==> config.mk <==
export PLATFORM = sky130hd
export DESIGN_NAME = config_loader
export DESIGN_NICKNAME = d
export VERILOG_FILES = /design/src/rtl/config_loader.sv
export SDC_FILE = /design/constraint.sdc
export NUM_CORES = 1
export LEC_CHECK = 0
export CORE_UTILIZATION = 44
export CTS_CLUSTER_SIZE = 28
export DETAILED_ROUTE_END_ITERATION = 10
export GPL_TIMING_DRIVEN = 1
export PLACE_DENSITY = 0.67
export SETUP_SLACK_MARGIN = 0.2
export SYNTH_ARGS = -nofsm -noshare
export SYNTH_HDL_FRONTEND = slang
export SYNTH_SLANG_ARGS = --single-unit
==> constraint.sdc <==
create_clock -name clk -period 2.13 [get_ports clk]
set_input_delay 0.426 -clock clk [delete_from_list [all_inputs] [get_ports clk]]
set_output_delay 0.426 -clock clk [all_outputs]
set_load 0.03 [all_outputs]
==> src/rtl/config_loader.sv <==
// config_loader: turns a bit-serial configuration stream into single-cycle tile config bus writes.
// Define CONFIG_PARITY_EN to add a trailing even-parity bit per frame and the parity_err output.
module config_loader #(
  parameter int                ADDR_W   = 8,
  parameter int                DATA_W   = 22,
  parameter logic [ADDR_W-1:0] END_ADDR = 8'hFF
) (
  input  logic              clk,
  input  logic              rst,
  input  logic              start,
  input  logic              bit_in,
  input  logic              bit_valid,
  output logic              bit_ready,
  output logic              config_en,
  output logic [ADDR_W-1:0] config_addr,
  output logic [DATA_W-1:0] config_data,
  output logic              busy,
  output logic              done,
`ifdef CONFIG_PARITY_EN
  output logic              parity_err,
`endif
  output logic [7:0]        frame_count
);

  localparam int FL = ADDR_W + DATA_W;
`ifdef CONFIG_PARITY_EN
  localparam int FRAME_W = FL + 1;
`else
  localparam int FRAME_W = FL;
`endif
  localparam int CNT_W = $clog2(FRAME_W);

  typedef enum logic [1:0] {IDLE, SHIFT, ISSUE, DONE} state_t;

  state_t              state_q, state_d;
  logic [FRAME_W-1:0]  shift_q, shift_d;
  logic [CNT_W-1:0]    cnt_q, cnt_d;
  logic                en_q, en_d;
  logic [ADDR_W-1:0]   addr_q, addr_d;
  logic [DATA_W-1:0]   data_q, data_d;
  logic [7:0]          fcnt_q, fcnt_d;
  logic                perr_q, perr_d;

  // Frame as it will look once the current bit is shifted in; the write is
  // decided from this so config_en lands in the ISSUE cycle itself.
  logic [FRAME_W-1:0]  frame_w;
  logic [ADDR_W-1:0]   frame_addr;
  logic [DATA_W-1:0]   frame_data;
  logic                frame_par_ok;
  logic                held_par_ok;
  logic                held_is_end;
  logic                last_bit;

  assign frame_w    = {shift_q[FRAME_W-2:0], bit_in};
  assign frame_addr = frame_w[FRAME_W-1 -: ADDR_W];
  assign frame_data = frame_w[FRAME_W-1-ADDR_W -: DATA_W];
  assign last_bit   = (cnt_q == CNT_W'(FRAME_W - 1));
  assign held_is_end = (shift_q[FRAME_W-1 -: ADDR_W] == END_ADDR);

`ifdef CONFIG_PARITY_EN
  assign frame_par_ok = ~(^frame_w);
  assign held_par_ok  = ~(^shift_q);
`else
  assign frame_par_ok = 1'b1;
  assign held_par_ok  = 1'b1;
`endif

  always_comb begin
    state_d = state_q;
    shift_d = shift_q;
    cnt_d   = cnt_q;
    en_d    = 1'b0;
    addr_d  = addr_q;
    data_d  = data_q;
    fcnt_d  = fcnt_q;
    perr_d  = perr_q;
    case (state_q)
      IDLE, DONE: begin
        if (start) begin
          state_d = SHIFT;
          shift_d = '0;
          cnt_d   = '0;
          fcnt_d  = 8'd0;
          perr_d  = 1'b0;
        end
      end
      SHIFT: begin
        if (bit_valid) begin
          shift_d = frame_w;
          if (last_bit) begin
            cnt_d   = '0;
            state_d = ISSUE;
            if (!frame_par_ok) begin
              perr_d = 1'b1;
            end else if (frame_addr != END_ADDR) begin
              en_d   = 1'b1;
              addr_d = frame_addr;
              data_d = frame_data;
              fcnt_d = (fcnt_q == 8'hFF) ? fcnt_q : fcnt_q + 8'd1;
            end
          end else begin
            cnt_d = cnt_q + CNT_W'(1);
          end
        end
      end
      ISSUE: begin
        // A corrupted end marker does not terminate the load.
        state_d = (held_is_end && held_par_ok) ? DONE : SHIFT;
      end
      default: state_d = IDLE;
    endcase
  end

  always_ff @(posedge clk) begin
    if (rst) begin
      state_q <= IDLE;
      shift_q <= '0;
      cnt_q   <= '0;
      en_q    <= 1'b0;
      addr_q  <= '0;
      data_q  <= '0;
      fcnt_q  <= 8'd0;
      perr_q  <= 1'b0;
    end else begin
      state_q <= state_d;
      shift_q <= shift_d;
      cnt_q   <= cnt_d;
      en_q    <= en_d;
      addr_q  <= addr_d;
      data_q  <= data_d;
      fcnt_q  <= fcnt_d;
      perr_q  <= perr_d;
    end
  end

  assign bit_ready   = (state_q == SHIFT);
  assign busy        = (state_q == SHIFT) || (state_q == ISSUE);
  assign done        = (state_q == DONE);
  assign config_en   = en_q;
  assign config_addr = addr_q;
  assign config_data = data_q;
  assign frame_count = fcnt_q;
`ifdef CONFIG_PARITY_EN
  assign parity_err  = perr_q;
`else
  logic unused_perr;
  assign unused_perr = perr_q;
`endif

endmodule

* Yosys cells after proc, flatten, opt, wreduce, memory -nomap -nowiden
Index checks and enable logic that the tools add are counted.
** Storage, ports and cells
- Register bits :: 76
- Output and inout bits :: 42
- Word-level logic and storage cells :: 52
** Operators by class
- Reduce and logical (&&, ||, !) cells :: 9
- Bitwise gates (word level) :: 3
- Add/subtract/negate cells :: 2
- Equal/unequal tests :: 12
- Multiplexer cells :: 19
** Operators with widths (number)
- $mux 30 :: 2
- $pmux 30 s2 :: 1
- $mux 8 :: 5
- $eq 8x8->1 const B :: 2
- $pmux 8 s2 :: 1
- $mux 5 :: 3
- $pmux 5 s2 :: 1
- $add 8x1->8 const B :: 1
- $mux 2 :: 4
- $ne 8x8->1 const B :: 1
- $ne 2x2->1 const B :: 3
- $pmux 2 s3 :: 1
- $reduce_and 3->1 :: 2
- $reduce_and 6->1 :: 1
- $add 5x1->5 const B :: 1
- $eq 5x5->1 const B :: 1
- $eq 2x2->1 const B :: 2
- $ne 2x1->1 const B :: 2
- $reduce_and 4->1 :: 1
- $reduce_or 4->1 :: 1
- $not 1->1 :: 3
- $eq 2x1->1 const B :: 1
- $logic_not 2->1 :: 1
- $reduce_bool 2->1 :: 1
- other kinds (3) :: 3

* Depth between registers and ports, before layout
Gate-level depths: netlist of the first run.
- Depth after elaboration :: 6
- Mapped depth :: 8
- Mapped depth without buffers :: 6

* Worst setup path after synthesis of the first run
No wires, ideal clock.
- Path type :: reg-to-reg
- Start :: register state_q[0]
- End :: register shift_q[14]
- Cell stages (with the launch flop) :: 7
- Arrival time :: 1.802 ns
- Setup slack :: 0.263 ns
- Required time :: 2.065 ns
- Path buffers :: 1
- Cells stage by stage :: dfxtp_1 ha_1 mux2_2 nand2_1 clkbuf_1 a22oi_1 nor2_1
** Between the ends
- Elaborated cells on any way between the ends :: 9
** RTL lines
- start, declared :: RTL line 35 : state_t state_q, state_d;
- start signal, assigned :: RTL line 125 : state_q <= state_d;
- $eq 2x1->1 *
- net bit_ready :: RTL line 13 : output logic bit_ready,
- $ne 2x2->1 (no line) or $reduce_bool 2->1 (tied branches)
- $reduce_and 3->1 (no line)
- end signal, assigned :: RTL line 126 : shift_q <= shift_d;
- end, declared :: RTL line 36 : logic [FRAME_W-1:0] shift_q, shift_d;
The timed path passes the listed nets; every way through them passes the cells marked *.
A chain may end at the register's enable or synchronous reset.

* Worst setup path after layout of the first run
- Start :: register fcnt_q[5], in the netlist frame_count[5]
- End :: output port frame_count[5]
** RTL lines
- start, declared :: RTL line 41 : logic [7:0] fcnt_q, fcnt_d;
- start signal, assigned :: RTL line 131 : fcnt_q <= fcnt_d;
- end, declared :: RTL line 22 : output logic [7:0] frame_count
No word-level cell between the ends.

==> impl_metrics.csv, run 1 <==
group,metric,value,unit
yosys,syn_inst,325,
timing,clock_skew,0.00755,ns
cells_and_area,design_area,3910,um^2
timing,fin_crit_sh,0.877,
timing,tightest_slew,0.511,ns
critical_path,endpoint_kind,"output pin",
drt,routed_via_density,5.22,
cells_and_area,num-fill-cells,621,
run,maxCapViolations,0,
yosys,ys_seq_area_frac,0.494,
clocking,h-tree-depth,3,
cells_and_area,syn2layout_area_growth,26.8,%
global_routing,grt_pass1_wl,11000,um
power_and_ir_drop,ir_drop,0.446,mV
global_routing,met1_usage,0.274,
clocking,ctsRootBufferMaster,"clkbuf_8",
power_and_ir_drop,swShare,0.240,
critical_path,path_cells,"clkdlybuf4s50_1",
power_and_ir_drop,p_switching,649,uW
yosys,async_flop_share,0,
yosys,synth.avg_cell_area,9.48,um^2
cells_and_area,layout.nets,386,
clocking,post_cts_buffers,0,
global_routing,overflow,0,
drt,drt_iter0_drc,232,
timing,max_freq,0.535,GHz
critical_path,worst-path-max-fanout,6,
timing,rsz0062_at_grt,"false",
yosys,synth-edff-count,0,
drt,vias,2484,
critical_path,cp.arrival,1.44,ns
critical_path,critical_path_buf_inv_count,1,
critical_path,crit_type,"reg -> out",
timing,setup_slack,0.261,ns
power_and_ir_drop,p_per_area,692,nW/um^2
global_routing,grt_pass1_vias,2296,
placed_design,place_area,3700,um^2
floorplan,dieArea,7340,um^2
drt,routed_wl,6470,um
clocking,postCtsHoldBufs,0,
yosys,ys_warn_count,0,
timing,setup_viol,0,
critical_path,required,1.70,ns
placed_design,place_ws,0.167,ns
critical_path,crit_end,"frame_count[5]",
yosys,synth_cell_types,47,
global_routing,busiest_layer,"met1",
timing,fin_crit,1.87,ns
yosys,yosysTopAreaCellShare,0.494,
power_and_ir_drop,p_seq_frac,0.529,
floorplan,start_util,0.453,
critical_path,cp_top_family,"buffers and inverters",
global_routing,met2_usage,0.273,
floorplan,boundaryPins,47,
placed_design,port_buffers,46,
power_and_ir_drop,power.static_leakage,0.00167,uW
critical_path,slowest_delay,0.70,ns
worst_hold_path,hp-class,"in -> reg",
critical_path,critPathLaunchType,"flip-flop",
yosys,syn-num-nets,336,
drt,drc_errors,0,
timing,hold_viol_final,0,
critical_path,worst_path_max_delay_cell,"clkdlybuf4s50_1",
yosys,synth_area,3080,um^2
critical_path,r2r_end,"shift_q[23]",
yosys,synth_area_leaders,"dfxtp_1 49%, mux2i_1 10%, nor2_1 8.0%, a22oi_1 7.3%, ha_1 2.4%",
clocking,cts_made_buffers,9,
clocking,cts_resized,6,
yosys,ys.flop_type,"dfxtp_1",
drt,antenna_left,0,
critical_path,reg2reg_from,"state_q[0]",
global_routing,grt_max_degree,39,
critical_path,crit_start,"frame_count[5]",
cells_and_area,final_core_util,0.575,
run_status,status,"finished, final reports clean",
global_routing,antenna_found_initial,0,
critical_path,rrSetupSlack,0.33,ns
timing,tns,0,ns
yosys,ys_ff_latch,76,
placed_design,gp_congestion,0.886,
cells_and_area,drive_above_1_share,0.108,
timing,slew_violations,0,
floorplan,die_x,85.7,um
power_and_ir_drop,pwr-share-comb,0.070,
cells_and_area,antenna_cells,0,
floorplan,die_h,85.7,um
critical_path,cp.depth,1,
global_routing,gr-usage-all-layers,0.188,
floorplan,coreArea,6790,um^2
global_routing,met3_usage,0.0308,
placed_design,hpwl,4280,um
drt,firstDrtPassIters,4,
clocking,cts_tree,"yes",
yosys,yosysTopAreaCell,"dfxtp_1",
clocking,clock_path_buffers,2,
clocking,clkTransAtPathRegs,0.08,ns
clocking,cts.sinks,76,
floorplan,core.rowCount,30,
critical_path,r2r_cells,7,
power_and_ir_drop,cell_internal_pwr,2050,uW
drt,routedWlPerCell,13.6,um
power_and_ir_drop,p_clk_frac,0.402,
timing,slew_headroom,0.659,
clocking,clock_latency,0.33,ns
-- sequential cells by signal, indices dropped and copies added (netlist names) --
name,flops
cnt_q,5
config_addr,8
config_data,22
config_en,1
frame_count,8
shift_q,30
state_q,2
-- how the worst min path moves through the flow --
stage	from	to	slack [ns]	cells after the start
global route	rst	frame_count[6]	0.39	2
CTS	rst	frame_count[6]	0.38	2
floorplan	cnt_q[3]	cnt_q[3]	0.46	1
detailed placement	config_data[10]	config_data[10]	0.49	2
global placement	config_data[0]	config_data[0]	0.48	2
finish	rst	frame_count[6]	0.39	2
-- cell usage after synthesis, types with 2 or more instances --
cell type,n
nor4_1,5
inv_1,7
nand3_1,4
nand2b_1,4
mux2i_1,31
a21oi_1,7
and3_1,2
o311ai_0,2
dfxtp_1,76
nor3_1,2
clkbuf_1,9
a311oi_1,2
ha_1,6
a22oi_1,30
nor2_1,66
nand4_1,4
buf_2,5
buf_4,3
nand2_1,14
and2_1,3
o31ai_1,2
o21ai_0,8
o211ai_1,2
buf_6,2
nor2b_1,3
or3_1,3
and4_1,2
xor2_1,2
-- layout make-up --
class,count,area [um^2],area share
flip-flops and latches,76,1530,0.390
multi-input cells,222,1440,0.370
repair buffers,59,589,0.151
clock buffers,10,138,0.0352
well taps,96,120,0.0307
clock inverters,6,63.8,0.0163
inverters,7,26.3,0.00673
-- logic make-up (layout without fill, tap and decap cells) --
group,after synthesis,count (layout),synth area share
AOI/OAI and AO/OA,66,66,0.157
xor gates and xnor gates,2,2,0.00569
adders and majority gates,6,6,0.0244
buffers and inverters,27,82,0.0435
DFF,76,76,0.494
muxes,32,32,0.104
and+or+nand+nor,116,116,0.171
-- through the flow --
stage                     total power, uW  hold slack, ns  instances
after floorplan                      1580           0.458        325
after global placement               1650           0.477        460
after detailed placement             1650           0.488        460
after CTS                            2720           0.376        476
after global routing                 2800           0.393        476
final                                2700           0.392        476
-- routing by layer --
layer	routed length, um	vias to the layer above
met5	0	-
met4	48	0
met3	318	4
met2	2860	64
met1	3250	1150
li1	-	1266
-- power by group through the flow --
stage	Combinational (uW)	Clock [uW]	Sequential (uW)
after floorplan	118	0	1460
after global placement	187	0	1460
after detailed placement	190	0	1460
after CTS	188	1110	1430
after global routing	205	1170	1430
final	188	1090	1430
-- cell usage in the layout (no fill, tap or decap), types with 5 or more instances in the layout --
cell type	Yosys	layout
inv_1	7	7
dfxtp_1	76	73
o21ai_0	8	8
nor4_1	5	5
buf_4	3	10
a21oi_1	7	7
dlygate4sd2_1	0	5
clkdlybuf4s50_1	0	35
nor2_1	66	65
mux2i_1	31	31
ha_1	6	6
a22oi_1	30	30
clkbuf_8	0	10
nand2_1	14	14
Power figures use the tool's default switching activity.
==> run 2: changes to the inputs <==
--- a/config.mk
+++ b/config.mk
@@ -5,11 +5,12 @@
 export SDC_FILE = /design/constraint.sdc
 export NUM_CORES = 1
 export LEC_CHECK = 0
+export CORE_ASPECT_RATIO = 0.5
 export CORE_UTILIZATION = 44
 export CTS_CLUSTER_SIZE = 28
 export DETAILED_ROUTE_END_ITERATION = 10
 export GPL_TIMING_DRIVEN = 1
-export PLACE_DENSITY = 0.67
+export PLACE_DENSITY = 0.7
 export SETUP_SLACK_MARGIN = 0.2
 export SYNTH_ARGS = -nofsm -noshare
 export SYNTH_HDL_FRONTEND = slang
==> constraint.sdc (replaced) <==
create_clock -name clk -period 1.7 [get_ports clk]
set_input_delay 0.34 -clock clk [delete_from_list [all_inputs] [get_ports clk]]
set_output_delay 0.34 -clock clk [all_outputs]
set_load 0.03 [all_outputs]
==> run 2 against run 1 <==
The run now ends with setup timing left. Cell area up 25%. Sequential share of layout area down 7.4 points. Global-route usage up 6.6 points. Flip-flop and latch count unchanged. Highest routed layer unchanged. Hold slack better by 0.0040 ns. Sequential power up 25%. Register-to-register slack worse by 0.37 ns. Final cell count up 7.6%. Combinational power rose to 2.9 times the previous value. Critical endpoint is now config_data[20]. Routed wire length up 42%. Clock-buffer cell count up 1.
==> impl_metrics.csv, run 2 (synthesis gave the netlist of run 1 again) <==
group,metric,value,unit
global_routing,gr-usage-all-layers,0.254,
clocking,cts_made_buffers,9,
cells_and_area,syn2layout_area_growth,58.1,%
run_status,violations,"setup timing",
cells_and_area,drive_above_1_share,0.376,
critical_path,crit_type,"reg -> reg",
floorplan,die_h,61.2,um
power_and_ir_drop,ir_drop,0.608,mV
cells_and_area,largest_reg_flops,30,
clocking,h-tree-depth,3,
drt,drt_iter0_drc,229,
cells_and_area,layout_common_cells,"64 x nor2_1, 64 x dfxtp_1, 34 x dlygate4sd2_1",
critical_path,cp.arrival,1.95,ns
timing,max_freq,0.576,GHz
clocking,clkTransAtPathRegs,0.06,ns
global_routing,overflow,0,
power_and_ir_drop,p_per_area,886,nW/um^2
drt,drc_errors,0,
clocking,clock_path_buffers,2,
floorplan,coreArea,6730,um^2
critical_path,required,1.92,ns
timing,clock_skew,0.00414,ns
drt,routed_via_density,5.59,
timing,rsz0062_at_grt,"true",
clocking,cts.sinks,76,
cells_and_area,regMostFlops,"shift_q",
placed_design,port_buffers,46,
timing,slew_violations,0,
placed_design,place_ws,-0.119,ns
drt,antenna_left,0,
global_routing,antenna_found_initial,0,
placed_design,gp_congestion,0.900,
timing,fin_crit,1.74,ns
global_routing,grt_pass1_vias,2729,
critical_path,endpoint_kind,"flip-flop",
drt,routed_wl,9160,um
critical_path,worst-path-max-fanout,8,
global_routing,grt_pass1_wl,14000,um
timing,tightest_slew,0.437,ns
timing,setup_slack,-0.0370,ns
timing,slew_headroom,0.705,
drt,vias,2864,
run,maxCapViolations,0,
floorplan,start_util,0.458,
worst_hold_path,hp-class,"in -> reg",
floorplan,dieArea,7360,um^2
timing,setup_viol,2,
floorplan,die_x,120,um
timing,hold_viol_final,0,
floorplan,core.rowCount,21,
drt,firstDrtPassIters,6,
critical_path,critPathLaunchType,"flip-flop",
clocking,ctsRootBufferMaster,"clkbuf_16",
drt,routedWlPerCell,17.9,um
placed_design,hpwl,4440,um
cells_and_area,layout.nets,426,
power_and_ir_drop,finalPower,4310,uW
floorplan,boundaryPins,47,
timing,fin_crit_sh,1.02,
clocking,cts_tree,"yes",
power_and_ir_drop,power.static_leakage,0.00210,uW
run_status,status,"finished with violations",
global_routing,grt_max_degree,66,
cells_and_area,antenna_cells,0,
clocking,clock_latency,0.34,ns
==> run 2: cell count changes in the layout (fill, tap and decap cells not counted), moves of 7 or more <==
cell | previous run | this run
clkdlybuf4s50_1 | 35 | 3
a22oi_1 | 30 | 0
a22oi_2 | 0 | 30
dlygate4sd2_1 | 5 | 34
buf_4 | 10 | 29
buf_6 | 0 | 10
clkbuf_16 | 0 | 9
dfxtp_1 | 73 | 64
clkbuf_8 | 10 | 2
buf_16 | 0 | 7
dfxtp_2 | 3 | 10
==> run 2: layout make-up <==
cell class | count | area (um^2)
fill | 473 | 1860
sequential | 76 | 1540
clock buffer | 11 | 253
multi-input combinational | 222 | 1800
timing repair buffer | 99 | 1070
inverter | 7 | 28.8
tap | 92 | 115
clock inverter | 5 | 60.1
==> run 2: per-layer routing <==
layer / GRT usage / wire (um)
met1: 0.315 / 4090
met2: 0.433 / 4520
met3: 0.0602 / 385
met4: 0.120 / 165
met5: 0 / 0
==> run 2: power by group <==
group	internal [uW]	switching [uW]
logic	275	278
clock network	1220	748
registers	1790	8.54
==> run 2: what timing repair did <==
item                       CTS  global route
setup endpoints to repair  114            81
cloned                       8             0
buffers inserted            13             7
hold endpoints to repair     0             0
hold buffers                 0             0
resized for setup          125            25
pin swaps                   45            51
==> run 2: through the flow <==
stage | hold slack [ns] | instances | TNS (ns) | utilization | cell area, um^2
5_1_grt | 0.426 | 512 | -1.68 | 0.724 | 4870
6_report | 0.396 | 512 | -0.0591 | 0.724 | 4870
4_1_cts | 0.380 | 505 | 0 | 0.707 | 4750
3_3_place_gp | 0.476 | 468 | -0.438 | 0.574 | 3860
3_5_place_dp | 0.484 | 468 | -1.75 | 0.574 | 3860
2_1_floorplan | 0.456 | 325 | 0 | - | 3160
==> run 2: worst max-delay path, stage by stage, from the launching register on <==
cell,delay [ns]
dfxtp_2,0.32
inv_2,0.05
ha_4,0.11
and4_4,0.24
buf_6,0.11
o2111ai_4,0.18
buf_12,0.19
buf_16,0.14
mux2i_2,0.20
nor2_1,0.07
==> run 2: path summary, 6_finish.rpt <==
path / startpoint / end / slack [ns] / cells past startpoint
setup reg to reg: cnt_q[1] / config_data[20] / -0.04 / 9
setup / recovery: cnt_q[1] / config_data[20] / -0.04 / 9
hold reg to reg: config_data[3] / config_data[3] / 0.49 / 2
hold / removal: rst / state_q[0] / 0.40 / 2
==> run 3: changes to the inputs <==
--- a/config.mk
+++ b/config.mk
@@ -6,11 +6,11 @@
 export NUM_CORES = 1
 export LEC_CHECK = 0
 export CORE_ASPECT_RATIO = 0.5
-export CORE_UTILIZATION = 44
+export CORE_UTILIZATION = 50
 export CTS_CLUSTER_SIZE = 28
 export DETAILED_ROUTE_END_ITERATION = 10
 export GPL_TIMING_DRIVEN = 1
-export PLACE_DENSITY = 0.7
+export PLACE_DENSITY = 0.75
 export SETUP_SLACK_MARGIN = 0.2
 export SYNTH_ARGS = -nofsm -noshare
 export SYNTH_HDL_FRONTEND = slang
==> constraint.sdc (replaced) <==
create_clock -name clk -period 2 [get_ports clk]
set_input_delay 0.4 -clock clk [delete_from_list [all_inputs] [get_ports clk]]
set_output_delay 0.4 -clock clk [all_outputs]
set_load 0.03 [all_outputs]
==> run 3 against run 2 <==
Combinational power decreased by 59%. The flow now finishes without violations. Final cell count down 9.2%. Clock skew is 0.0013 ns higher. Die area decreased by 12%. Sequential power shrank 15%. Largest cell class is now flip-flops and latches. Global-route usage down 0.60 points. Critical path depth down 8. Core utilization about the same. Via count shrank 6.7%. Flip-flop and latch count is the same. Critical endpoint is now config_data[11].
==> impl_metrics.csv, run 3 (synthesis gave the netlist of run 1 again) <==
group,metric,value,unit
timing,fin_crit,1.77,ns
cells_and_area,layout.nets,398,
critical_path,required,1.60,ns
cells_and_area,layout_common_cells,"73 x dfxtp_1, 65 x nor2_1, 31 x mux2i_1, 31 x clkdlybuf4s50_1, 30 x a22oi_1",
power_and_ir_drop,finalPower,3300,uW
cells_and_area,design_area,4130,um^2
critical_path,critPathLaunchType,"flip-flop",
timing,setup_viol,0,
run_status,status,"finished, final reports clean",
cells_and_area,drive_above_1_share,0.168,
floorplan,die_x,113,um
power_and_ir_drop,p_switching,796,uW
drt,routed_via_density,5.75,
clocking,cts.sinks,76,
power_and_ir_drop,p_seq_frac,0.461,
cells_and_area,regMostFlops,"shift_q",
drt,drt_iter0_drc,154,
global_routing,gr-usage-all-layers,0.248,
power_and_ir_drop,power.static_leakage,0.00181,uW
cells_and_area,syn2layout_area_growth,34.0,%
worst_hold_path,hp-class,"in -> reg",
global_routing,overflow,0,
power_and_ir_drop,swShare,0.241,
floorplan,boundaryPins,47,
drt,routedWlPerCell,15.9,um
clocking,clkTransAtPathRegs,0.06,ns
clocking,cts_tree,"yes",
power_and_ir_drop,cell_internal_pwr,2500,uW
clocking,h-tree-depth,3,
placed_design,place_inst,445,
power_and_ir_drop,ir_drop,0.720,mV
cells_and_area,final_common_cell,"dfxtp_1",
timing,rsz0062_at_grt,"true",
clocking,clock_path_buffers,2,
clocking,postCtsHoldBufs,0,
critical_path,slowest_delay,0.68,ns
critical_path,worst-path-max-fanout,2,
cells_and_area,antenna_cells,0,
drt,firstDrtPassIters,5,
cells_and_area,layout.cells.non_filler,465,
timing,max_freq,0.566,GHz
timing,tns,0,ns
critical_path,critical_path_buf_inv_count,1,
placed_design,gp_congestion,0.869,
run,maxCapViolations,0,
global_routing,grt_max_degree,51,
timing,hold_viol_final,0,
power_and_ir_drop,pwr-share-comb,0.069,
drt,drc_errors,0,
timing,tightest_slew,0.497,ns
floorplan,coreArea,5710,um^2
critical_path,crit_type,"reg -> out",
power_and_ir_drop,p_per_area,799,nW/um^2
critical_path,cp_top_family,"buffers and inverters",
global_routing,antenna_found_initial,0,
placed_design,port_buffers,46,
critical_path,worst_path_max_delay_cell,"clkdlybuf4s50_1",
placed_design,hpwl,4840,um
floorplan,dieArea,6500,um^2
drt,antenna_left,0,
global_routing,grt_pass1_wl,12300,um
power_and_ir_drop,p_clk_frac,0.469,
critical_path,path_cells,"clkdlybuf4s50_1",
placed_design,place_area,3720,um^2
drt,routed_wl,7380,um
timing,fin_crit_sh,0.884,
clocking,clock_latency,0.34,ns
timing,hold_ws,0.374,ns
floorplan,die_h,57.5,um
timing,clock_skew,0.00546,ns
drt,vias,2672,
clocking,cts_made_buffers,9,
global_routing,grt_pass1_vias,2533,
clocking,ctsRootBufferMaster,"clkbuf_16",
critical_path,cp.arrival,1.37,ns
critical_path,endpoint_kind,"output pin",
cells_and_area,largest_reg_flops,30,
floorplan,core.rowCount,19,
timing,slew_headroom,0.665,
timing,slew_violations,0,
floorplan,start_util,0.540,
==> run 3: cell count changes in the layout (fill, tap and decap cells not counted), moves of 7 or more <==
cell	change
dfxtp_1	+9
a22oi_1	+30
a22oi_2	-30
buf_6	-8
buf_4	-10
buf_16	-7
dlygate4sd2_1	-26
dfxtp_2	-7
clkdlybuf4s50_1	+28
==> run 3: what timing repair did <==
| item | in CTS | in global routing |
|---|---|---|
| pin swaps | 1 | 3 |
| gates resized for setup | 15 | 29 |
| setup endpoints to repair | 43 | 57 |
| setup buffers | 2 | 2 |
==> run 3: worst paths after layout <==
| kind | from | endpoint | slack (ns) | cells after the start |
|---|---|---|---|---|
| setup / recovery | config_data[11] | config_data[11] | 0.23 | 1 |
| setup reg to reg | cnt_q[0] | frame_count[2] | 0.27 | 5 |
| hold / removal | rst | frame_count[6] | 0.37 | 2 |
| hold reg to reg | cnt_q[1] | cnt_q[1] | 0.48 | 2 |
==> run 3: cell type report <==
cell class,count,area [um^2]
clock inverter,5,35.0
clock buffer,11,253
inverter,7,26.3
sequential,76,1530
multi-input combinational,222,1510
fill,421,1580
timing repair buffer,71,686
tap,73,91.3
==> run 3: routing by layer <==
layer,wire length [um],vias up,GRT usage
li1,-,1286,-
met3,584,13,0.111
met2,3250,86,0.377
met4,116,0,0.0865
met5,0,-,0
met1,3430,1287,0.315
==> run 3: metrics by stage <==
stage	util	setup slack (ns)
after floorplan	-	0.237
after global placement	0.652	0.0374
after detailed placement	0.652	-0.00426
after CTS	0.707	0.0479
after global routing	0.724	0.200
final	0.724	0.232
==> run 3: power by group through the flow <==
stage                     sequential [uW]  clock, uW  combinational, uW
after floorplan                      1560          0                126
after CTS                            1520       1580                204
final                                1520       1550                229
after detailed placement             1560          0                204
after global placement               1550          0                203
after global routing                 1520       1650                247
